### config.mk
export PLATFORM = sky130hd
export DESIGN_NAME = multicycle_alu
export DESIGN_NICKNAME = d
export VERILOG_FILES = /design/src/rtl/alu_pkg.sv /design/src/rtl/alu_iter_unit.sv /design/src/rtl/multicycle_alu.sv
export SDC_FILE = /design/constraint.sdc
export NUM_CORES = 1
export LEC_CHECK = 0
export CAP_MARGIN = 30
export CORE_MARGIN = 2
export CORE_UTILIZATION = 50
export CTS_CLUSTER_SIZE = 25
export DETAILED_ROUTE_END_ITERATION = 16
export GPL_ROUTABILITY_DRIVEN = 0
export GPL_TIMING_DRIVEN = 0
export PLACE_DENSITY = 0.69
export SLEW_MARGIN = 20
export SYNTH_ARGS = -nofsm -noshare
export SYNTH_HDL_FRONTEND = slang
export SYNTH_SLANG_ARGS = --single-unit
export TNS_END_PERCENT = 100
### constraint.sdc
create_clock -name clk -period 5.5 [get_ports clk]
set_input_delay 0.55 -clock clk [delete_from_list [all_inputs] [get_ports clk]]
set_output_delay 0.55 -clock clk [all_outputs]
set_load 0.005 [all_outputs]
### src/rtl/alu_pkg.sv
// ----------------------------------------------------------------------------
// alu_pkg
// Shared definitions for the multicycle execute-stage ALU:
//   - opcode encodings (ALU_ADD .. ALU_DIVU)
//   - FSM state encoding (IDLE / EXEC / ITER / DONE)
//   - bit positions of the packed flag vector
//   - helper telling which opcodes run on the iterative unit
// ----------------------------------------------------------------------------
package alu_pkg;

    localparam logic [2:0] ALU_ADD  = 3'b000;
    localparam logic [2:0] ALU_SUB  = 3'b001;
    localparam logic [2:0] ALU_AND  = 3'b010;
    localparam logic [2:0] ALU_OR   = 3'b011;
    localparam logic [2:0] ALU_SLT  = 3'b100;
    localparam logic [2:0] ALU_SLL  = 3'b101;
    localparam logic [2:0] ALU_MUL  = 3'b110;
    localparam logic [2:0] ALU_DIVU = 3'b111;

    typedef enum logic [1:0] {
        IDLE = 2'd0,
        EXEC = 2'd1,
        ITER = 2'd2,
        DONE = 2'd3
    } alu_state_t;

    localparam int FLAG_N    = 0;
    localparam int FLAG_C    = 1;
    localparam int FLAG_Z    = 2;
    localparam int FLAG_V    = 3;
    localparam int FLAG_DZ   = 4;
    localparam int NUM_FLAGS = 5;

    // Multiply and divide are the only opcodes that need the iterative unit.
    function automatic logic is_iter_op(input logic [2:0] op);
        return (op == ALU_MUL) || (op == ALU_DIVU);
    endfunction

endpackage

### src/rtl/alu_iter_unit.sv
// ----------------------------------------------------------------------------
// alu_iter_unit
// Iterative unsigned multiply (shift-add, low WIDTH bits) and unsigned divide
// (restoring, quotient). One bit is processed per clock, WIDTH steps per op.
// Ports:
//   clk, rst_n   clock, asynchronous active-low reset
//   start_i      one-cycle pulse: load a_i/b_i/is_div_i and begin
//   is_div_i     1 = divu, 0 = mul
//   a_i, b_i     operands (multiplicand/multiplier or dividend/divisor)
//   done_o       one-cycle pulse, high the cycle after the last step
//   result_o     product low half or quotient; stable after done_o
// ----------------------------------------------------------------------------
module alu_iter_unit
    import alu_pkg::*;
#(
    parameter int WIDTH = 16
) (
    input  logic             clk,
    input  logic             rst_n,
    input  logic             start_i,
    input  logic             is_div_i,
    input  logic [WIDTH-1:0] a_i,
    input  logic [WIDTH-1:0] b_i,
    output logic             done_o,
    output logic [WIDTH-1:0] result_o
);

    localparam int CW = $clog2(WIDTH) + 1;

    // acc: running product (mul) or partial remainder (div)
    // opnd: shifted multiplicand (mul) or dividend/quotient shift register (div)
    // opb: shifted multiplier (mul) or divisor (div)
    logic [WIDTH-1:0] acc_q, acc_d;
    logic [WIDTH-1:0] opnd_q, opnd_d;
    logic [WIDTH-1:0] opb_q, opb_d;
    logic [CW-1:0]    cnt_q, cnt_d;
    logic             busy_q, busy_d;
    logic             done_q, done_d;
    logic             is_div_q, is_div_d;

    logic [WIDTH:0]   rem_shift;
    logic [WIDTH:0]   diff;

    always_ff @(posedge clk or negedge rst_n) begin
        if (!rst_n) begin
            acc_q    <= '0;
            opnd_q   <= '0;
            opb_q    <= '0;
            cnt_q    <= '0;
            busy_q   <= 1'b0;
            done_q   <= 1'b0;
            is_div_q <= 1'b0;
        end else begin
            acc_q    <= acc_d;
            opnd_q   <= opnd_d;
            opb_q    <= opb_d;
            cnt_q    <= cnt_d;
            busy_q   <= busy_d;
            done_q   <= done_d;
            is_div_q <= is_div_d;
        end
    end

    always_comb begin
        acc_d    = acc_q;
        opnd_d   = opnd_q;
        opb_d    = opb_q;
        cnt_d    = cnt_q;
        busy_d   = busy_q;
        done_d   = 1'b0;
        is_div_d = is_div_q;

        // Restoring-division trial subtraction; bit WIDTH set means the
        // shifted remainder was smaller than the divisor. A zero divisor
        // never borrows, so the quotient naturally fills with ones.
        rem_shift = {acc_q, opnd_q[WIDTH-1]};
        diff      = rem_shift - {1'b0, opb_q};

        if (start_i) begin
            acc_d    = '0;
            opnd_d   = a_i;
            opb_d    = b_i;
            cnt_d    = '0;
            busy_d   = 1'b1;
            is_div_d = is_div_i;
        end else if (busy_q) begin
            if (is_div_q) begin
                if (diff[WIDTH]) begin
                    acc_d  = rem_shift[WIDTH-1:0];
                    opnd_d = {opnd_q[WIDTH-2:0], 1'b0};
                end else begin
                    acc_d  = diff[WIDTH-1:0];
                    opnd_d = {opnd_q[WIDTH-2:0], 1'b1};
                end
            end else begin
                if (opb_q[0]) begin
                    acc_d = acc_q + opnd_q;
                end
                opnd_d = opnd_q << 1;
                opb_d  = opb_q >> 1;
            end
            cnt_d = cnt_q + CW'(1);
            if (cnt_q == CW'(WIDTH - 1)) begin
                busy_d = 1'b0;
                done_d = 1'b1;
            end
        end
    end

    assign done_o   = done_q;
    assign result_o = is_div_q ? opnd_q : acc_q;

endmodule

### src/rtl/multicycle_alu.sv
// ----------------------------------------------------------------------------
// multicycle_alu
// Registered execute-stage ALU with valid/ready handshake. Single-cycle ops
// (add/sub/and/or/slt/sll) pass through EXEC; mul/divu run on alu_iter_unit.
// Ports:
//   clk, rst_n             clock, asynchronous active-low reset
//   in_valid / in_ready    operand handshake; in_ready only in IDLE
//   a, b, alu_control      operands and opcode, captured on accept
//   out_valid / out_ready  result handshake; result held while stalled
//   result                 registered result
//   negative, carry, zero, overflow, div_by_zero   registered flags
// ----------------------------------------------------------------------------
module multicycle_alu
    import alu_pkg::*;
#(
    parameter  int WIDTH = 16,
    localparam int SHW   = $clog2(WIDTH)
) (
    input  logic             clk,
    input  logic             rst_n,
    input  logic             in_valid,
    output logic             in_ready,
    input  logic [WIDTH-1:0] a,
    input  logic [WIDTH-1:0] b,
    input  logic [2:0]       alu_control,
    output logic             out_valid,
    input  logic             out_ready,
    output logic [WIDTH-1:0] result,
    output logic             negative,
    output logic             carry,
    output logic             zero,
    output logic             overflow,
    output logic             div_by_zero
);

    alu_state_t             state_q, state_d;
    logic [WIDTH-1:0]       a_q, b_q;
    logic [2:0]             op_q;
    logic [WIDTH-1:0]       result_q, result_d;
    logic [NUM_FLAGS-1:0]   flags_q, flags_d;
    logic                   out_valid_q, out_valid_d;

    logic                   accept;
    logic                   iter_start;
    logic                   iter_done;
    logic [WIDTH-1:0]       iter_result;

    logic [WIDTH-1:0]       op_b;
    logic [WIDTH:0]         sum;
    logic [WIDTH-1:0]       alu_res;
    logic [NUM_FLAGS-1:0]   alu_flags;
    logic [NUM_FLAGS-1:0]   iter_flags;

    assign accept     = in_valid && (state_q == IDLE);
    assign iter_start = accept && is_iter_op(alu_control);

    alu_iter_unit #(
        .WIDTH (WIDTH)
    ) u_iter (
        .clk      (clk),
        .rst_n    (rst_n),
        .start_i  (iter_start),
        .is_div_i (alu_control == ALU_DIVU),
        .a_i      (a),
        .b_i      (b),
        .done_o   (iter_done),
        .result_o (iter_result)
    );

    // Operand/opcode capture: later input changes must not disturb an op in flight.
    always_ff @(posedge clk or negedge rst_n) begin
        if (!rst_n) begin
            a_q  <= '0;
            b_q  <= '0;
            op_q <= ALU_ADD;
        end else if (accept) begin
            a_q  <= a;
            b_q  <= b;
            op_q <= alu_control;
        end
    end

    always_ff @(posedge clk or negedge rst_n) begin
        if (!rst_n) begin
            state_q     <= IDLE;
            result_q    <= '0;
            flags_q     <= '0;
            out_valid_q <= 1'b0;
        end else begin
            state_q     <= state_d;
            result_q    <= result_d;
            flags_q     <= flags_d;
            out_valid_q <= out_valid_d;
        end
    end

    // Single-cycle datapath. Subtraction is a + ~b + 1 so carry is NOT-borrow.
    always_comb begin
        op_b      = (op_q == ALU_SUB) ? ~b_q : b_q;
        sum       = {1'b0, a_q} + {1'b0, op_b} + {{WIDTH{1'b0}}, (op_q == ALU_SUB)};
        alu_res   = '0;
        alu_flags = '0;
        case (op_q)
            ALU_ADD, ALU_SUB: begin
                alu_res           = sum[WIDTH-1:0];
                alu_flags[FLAG_C] = sum[WIDTH];
                alu_flags[FLAG_V] = (a_q[WIDTH-1] == op_b[WIDTH-1]) &&
                                    (sum[WIDTH-1] != a_q[WIDTH-1]);
            end
            ALU_AND: alu_res = a_q & b_q;
            ALU_OR:  alu_res = a_q | b_q;
            ALU_SLT: alu_res = {{(WIDTH-1){1'b0}}, ($signed(a_q) < $signed(b_q))};
            ALU_SLL: alu_res = a_q << b_q[SHW-1:0];
            default: alu_res = '0;
        endcase
        alu_flags[FLAG_N] = alu_res[WIDTH-1];
        alu_flags[FLAG_Z] = (alu_res == '0);
    end

    always_comb begin
        iter_flags          = '0;
        iter_flags[FLAG_N]  = iter_result[WIDTH-1];
        iter_flags[FLAG_Z]  = (iter_result == '0);
        iter_flags[FLAG_DZ] = (op_q == ALU_DIVU) && (b_q == '0);
    end

    // Control FSM. Results are written on the way into DONE; out_valid rises
    // one cycle later and drops only on a completed output handshake.
    always_comb begin
        state_d     = state_q;
        result_d    = result_q;
        flags_d     = flags_q;
        out_valid_d = out_valid_q;
        case (state_q)
            IDLE: begin
                if (accept) begin
                    state_d = is_iter_op(alu_control) ? ITER : EXEC;
                end
            end
            EXEC: begin
                state_d  = DONE;
                result_d = alu_res;
                flags_d  = alu_flags;
            end
            ITER: begin
                if (iter_done) begin
                    state_d  = DONE;
                    result_d = iter_result;
                    flags_d  = iter_flags;
                end
            end
            DONE: begin
                out_valid_d = 1'b1;
                if (out_valid_q && out_ready) begin
                    out_valid_d = 1'b0;
                    state_d     = IDLE;
                end
            end
            default: state_d = IDLE;
        endcase
    end

    assign in_ready    = (state_q == IDLE);
    assign out_valid   = out_valid_q;
    assign result      = result_q;
    assign negative    = flags_q[FLAG_N];
    assign carry       = flags_q[FLAG_C];
    assign zero        = flags_q[FLAG_Z];
    assign overflow    = flags_q[FLAG_V];
    assign div_by_zero = flags_q[FLAG_DZ];

endmodule
==> results.py, run 1 <==
metrics = {
    "worst_setup_path": {
        "criticalPathCategory": "reg -> reg",
        "crit_path_max_fanout": 10,
        "cp_cell_sequence": "clkbuf_1, or2_2, clkbuf_1, nor2_2, clkbuf_2, xnor2_1, ha_1, a211oi_1, o21ai_0, xor2_1, a222oi_1, nand4bb_1, nor4_1, nand4b_1, nor4_1, a31o_1",
        "crit_arrival_ns": 5.33,
        "crit_family": "simple AND/OR/NAND/NOR gates",
        "worst_path_largest_cell_delay_ns": 0.73,
        "end_kind": "register",
        "timing.critical_path.slowest_stage_cell": "a222oi_1",
        "critPathRequiredTime_ns": 5.86,
        "crit_buf_inv": 3,
        "worst_setup_path_start_kind": "register",
    },
    "synth": {
        "netlist_top_cells_area": "dfrtp_1 29%, ha_1 13%, mux2i_1 6.6%, mux2_2 5.0%, nand2_1 3.9%",
        "synth-compound-area-share": 0.201,
        "synth.yosys.seq_area_share": 0.295,
        "synth_edf_count": 0,
        "synth.yosys.warnings": 0,
        "synth_nets": 1241,
        "synthMuxAreaShare": 0.133,
        "synthFlopType": "dfrtp_1",
        "synth-simple-area-share": 0.137,
        "synth.most_common_cell": "dfrtp_1",
        "synth_top_family_by_area": "compound AO/OA/AOI/OAI gates",
        "postSynth.asyncResetShare": 1.00,
        "avgSynthCellArea_um2": 8.84,
        "yosys-top-cells-count": "114 x dfrtp_1, 104 x ha_1, 101 x nand2_1, 94 x nor2_1",
        "synth_top_area_frac": 0.295,
        "synth-xor-area-share": 0.0471,
        "synthCells": 1095,
        "synth.distinct_cells": 68,
        "yosys.area.top_type": "dfrtp_1",
        "synthAdderAreaFrac": 0.141,
        "synth_seq_cells": 114,
        "syn-cell-area_um2": 9680,
    },
    "die": {
        "ioPinCount": 62,
        "dieArea_um2": 20500,
        "rows": 50,
        "fp.coreArea_um2": 18800,
        "start_util": 0.514,
        "die_x_um": 143,
        "die_h_um": 143,
    },
    "clock_network": {
        "clk_latency_ns": 0.43,
        "cts_sinks": 114,
        "htree_levels": 4,
        "cts_buffers": 17,
        "cts_root_buf": "clkbuf_16",
        "cts_tree": "built",
        "clkTransAtPathRegs_ns": 0.06,
        "cts_setup_buffers": 0,
        "max-clock-path-buffers": 2,
    },
    "timing": {
        "fin_hold_ws_ns": 0.0718,
        "slew_headroom": 0.384,
        "final_max_slew_viol_count": 0,
        "rsz0062_at_grt": "no",
        "hold_viol": 0,
        "final-setup-viol-count": 0,
        "fin_crit_ns": 4.96,
        "max_freq_ghz": 0.201,
        "layout_worst_path_cycle_share": 0.902,
        "max_slew.worst_pin.slew_ns": 0.924,
        "fin_skew_ns": 0.00667,
    },
    "finish": {
        "drive_above_1_share": 0.0883,
        "antenna_cells": 0,
        "multiInputGateArea_um2": 6370,
        "layoutNonFillerInstCount": 1449,
        "fillers": 1656,
        "area_growth_pct": 16.5,
        "fin_nets": 1322,
        "final-seq-area_um2": 2850,
        "postLayoutCoreUtil": 0.599,
    },
    "drt": {
        "via_count": 8857,
        "drtPass1Iterations": 5,
        "ant_nets": 0,
        "routed_wl_um": 29300,
        "viasPerCell": 6.11,
        "drtIter0Drc": 899,
        "drc": 0,
        "wl_per_cell_um": 20.2,
    },
    "global_routing": {
        "grt_antenna_before_repair": 0,
        "grt_overflow": 0,
        "grt_use_total": 0.299,
        "grt_pass1_vias": 8429,
        "grt_pass1_wl_um": 46600,
        "grt_max_degree": 64,
    },
    "outcome": {
        "outcome": "completed",
    },
    "flow_run": {
        "max_cap_violations": 0,
    },
    "min_path": {
        "min_path_type": "in -> async",
    },
    "placed_design": {
        "dp_cells": 1417,
        "dpl.hpwl_um": 23000,
        "port_buffers": 61,
    },
}
-- cells in the final DEF, fill, tap and decap left out, types with 8 or more instances in the layout --
cell type        instances
a211oi_1                20
a21o_1                  25
a21oi_1                 69
a31oi_1                 24
and3_1                   8
clkbuf_1                42
clkbuf_16               17
clkdlybuf4s50_1         60
dfrtp_1                114
ha_1                   104
inv_1                   66
mux2_2                  43
mux2i_1                 64
nand2_1                101
nand2b_1                19
nand3_1                 14
nand4_1                  9
nor2_1                  93
nor3_1                  15
o211ai_1                16
o21a_1                   9
o21ai_0                 69
xnor2_1                 39
xor2_1                  13
-- logic make-up after synthesis --
logic type	count (synthesis)
AOI/OAI and AO/OA	297
xor gates and xnor gates	52
adders and majority gates	107
and+or+nand+nor	290
muxes	114
DFF	114
buffers and inverters	121
-- timing repair --
item | 4_1_cts | 5_1_grt
setup endpoints to repair | 0 | 3
resized for setup | 0 | 3
hold buffers | 0 | 0
-- path summary, 6_finish.rpt --
path | start | cells past startpoint | slack [ns] | end
setup / recovery | op_q[1]$_DFFE_PN0P_ | 16 | 0.54 | flags_q[2]$_DFFE_PN0P_
hold / removal | rst_n | 1 | 0.07 | flags_q[3]$_DFFE_PN0P_
setup reg to reg | op_q[1]$_DFFE_PN0P_ | 16 | 0.54 | flags_q[2]$_DFFE_PN0P_
hold reg to reg | result[4]$_DFFE_PN0P_ | 2 | 0.48 | result[4]$_DFFE_PN0P_
max in group asynchronous | rst_n | 2 | 4.71 | op_q[0]$_DFFE_PN0P_
min in group clk | result[4]$_DFFE_PN0P_ | 2 | 0.48 | result[4]$_DFFE_PN0P_
-- stage by stage --
stage	instance area (um2)	TNS [ns]	worst slack, ns
floorplan	9680	0	1.22
global placement	10600	-77.75	-0.693
finish	11300	0	0.537
CTS	11300	0	0.241
global route	11300	0	0.209
detailed placement	10600	0	0.273
-- per-layer routing --
layer  share of wire  wire length (um)  global-route usage  vias to the layer above
li1                -                 -                   -                     4117
met1            0.45             13100               0.422                     4262
met2            0.43             12700               0.447                      408
met3           0.085              2480              0.0630                       70
met4           0.035              1020               0.116                        0
met5               0                 0                   0                        -
-- area by class of cell --
class | instances | share of cell area
multi-input combinational | 860 | 0.565
sequential | 114 | 0.253
timing repair buffer | 62 | 0.0567
clock buffer | 17 | 0.0377
tap | 260 | 0.0289
inverter | 67 | 0.0223
buffer | 54 | 0.0188
clock inverter | 15 | 0.0178
-- flip-flops by register name (all words and copies together), names as in the netlist --
signal,flops
u_iter.done_o,1
u_iter.opnd_q,16
flags_q,5
u_iter.opb_q,16
u_iter.cnt_q,5
u_iter.is_div_q,1
a_q,16
result,15
b_q,16
u_iter.acc_q,16
op_q,3
out_valid,1
state_q,2
u_iter.busy_q,1
-- worst reg2reg max path: stages (launching register included) --
cell       delay, ns
dfrtp_1         0.44
clkbuf_1        0.25
or2_2           0.34
clkbuf_1        0.23
nor2_2          0.39
clkbuf_2        0.42
xnor2_1         0.11
ha_1            0.36
a211oi_1        0.32
o21ai_0         0.16
xor2_1          0.17
a222oi_1        0.73
nand4bb_1       0.18
nor4_1          0.25
nand4b_1        0.14
nor4_1          0.22
a31o_1          0.18
Power of run 1 is not shown: default switching activity piles up to over one toggle a cycle in this logic, so the estimate is an artifact.
==> run 2, diff against run 1 <==
--- a/config.mk
+++ b/config.mk
@@ -13,6 +13,7 @@
 export GPL_ROUTABILITY_DRIVEN = 0
 export GPL_TIMING_DRIVEN = 0
 export PLACE_DENSITY = 0.69
+export SETUP_SLACK_MARGIN = 0.05
 export SLEW_MARGIN = 20
 export SYNTH_ARGS = -nofsm -noshare
 export SYNTH_HDL_FRONTEND = slang
==> results of run 2 <==
Same layout as run 1: the final DEF is identical, and so are final timing and power.
Power of run 2 is left out for the same reason.
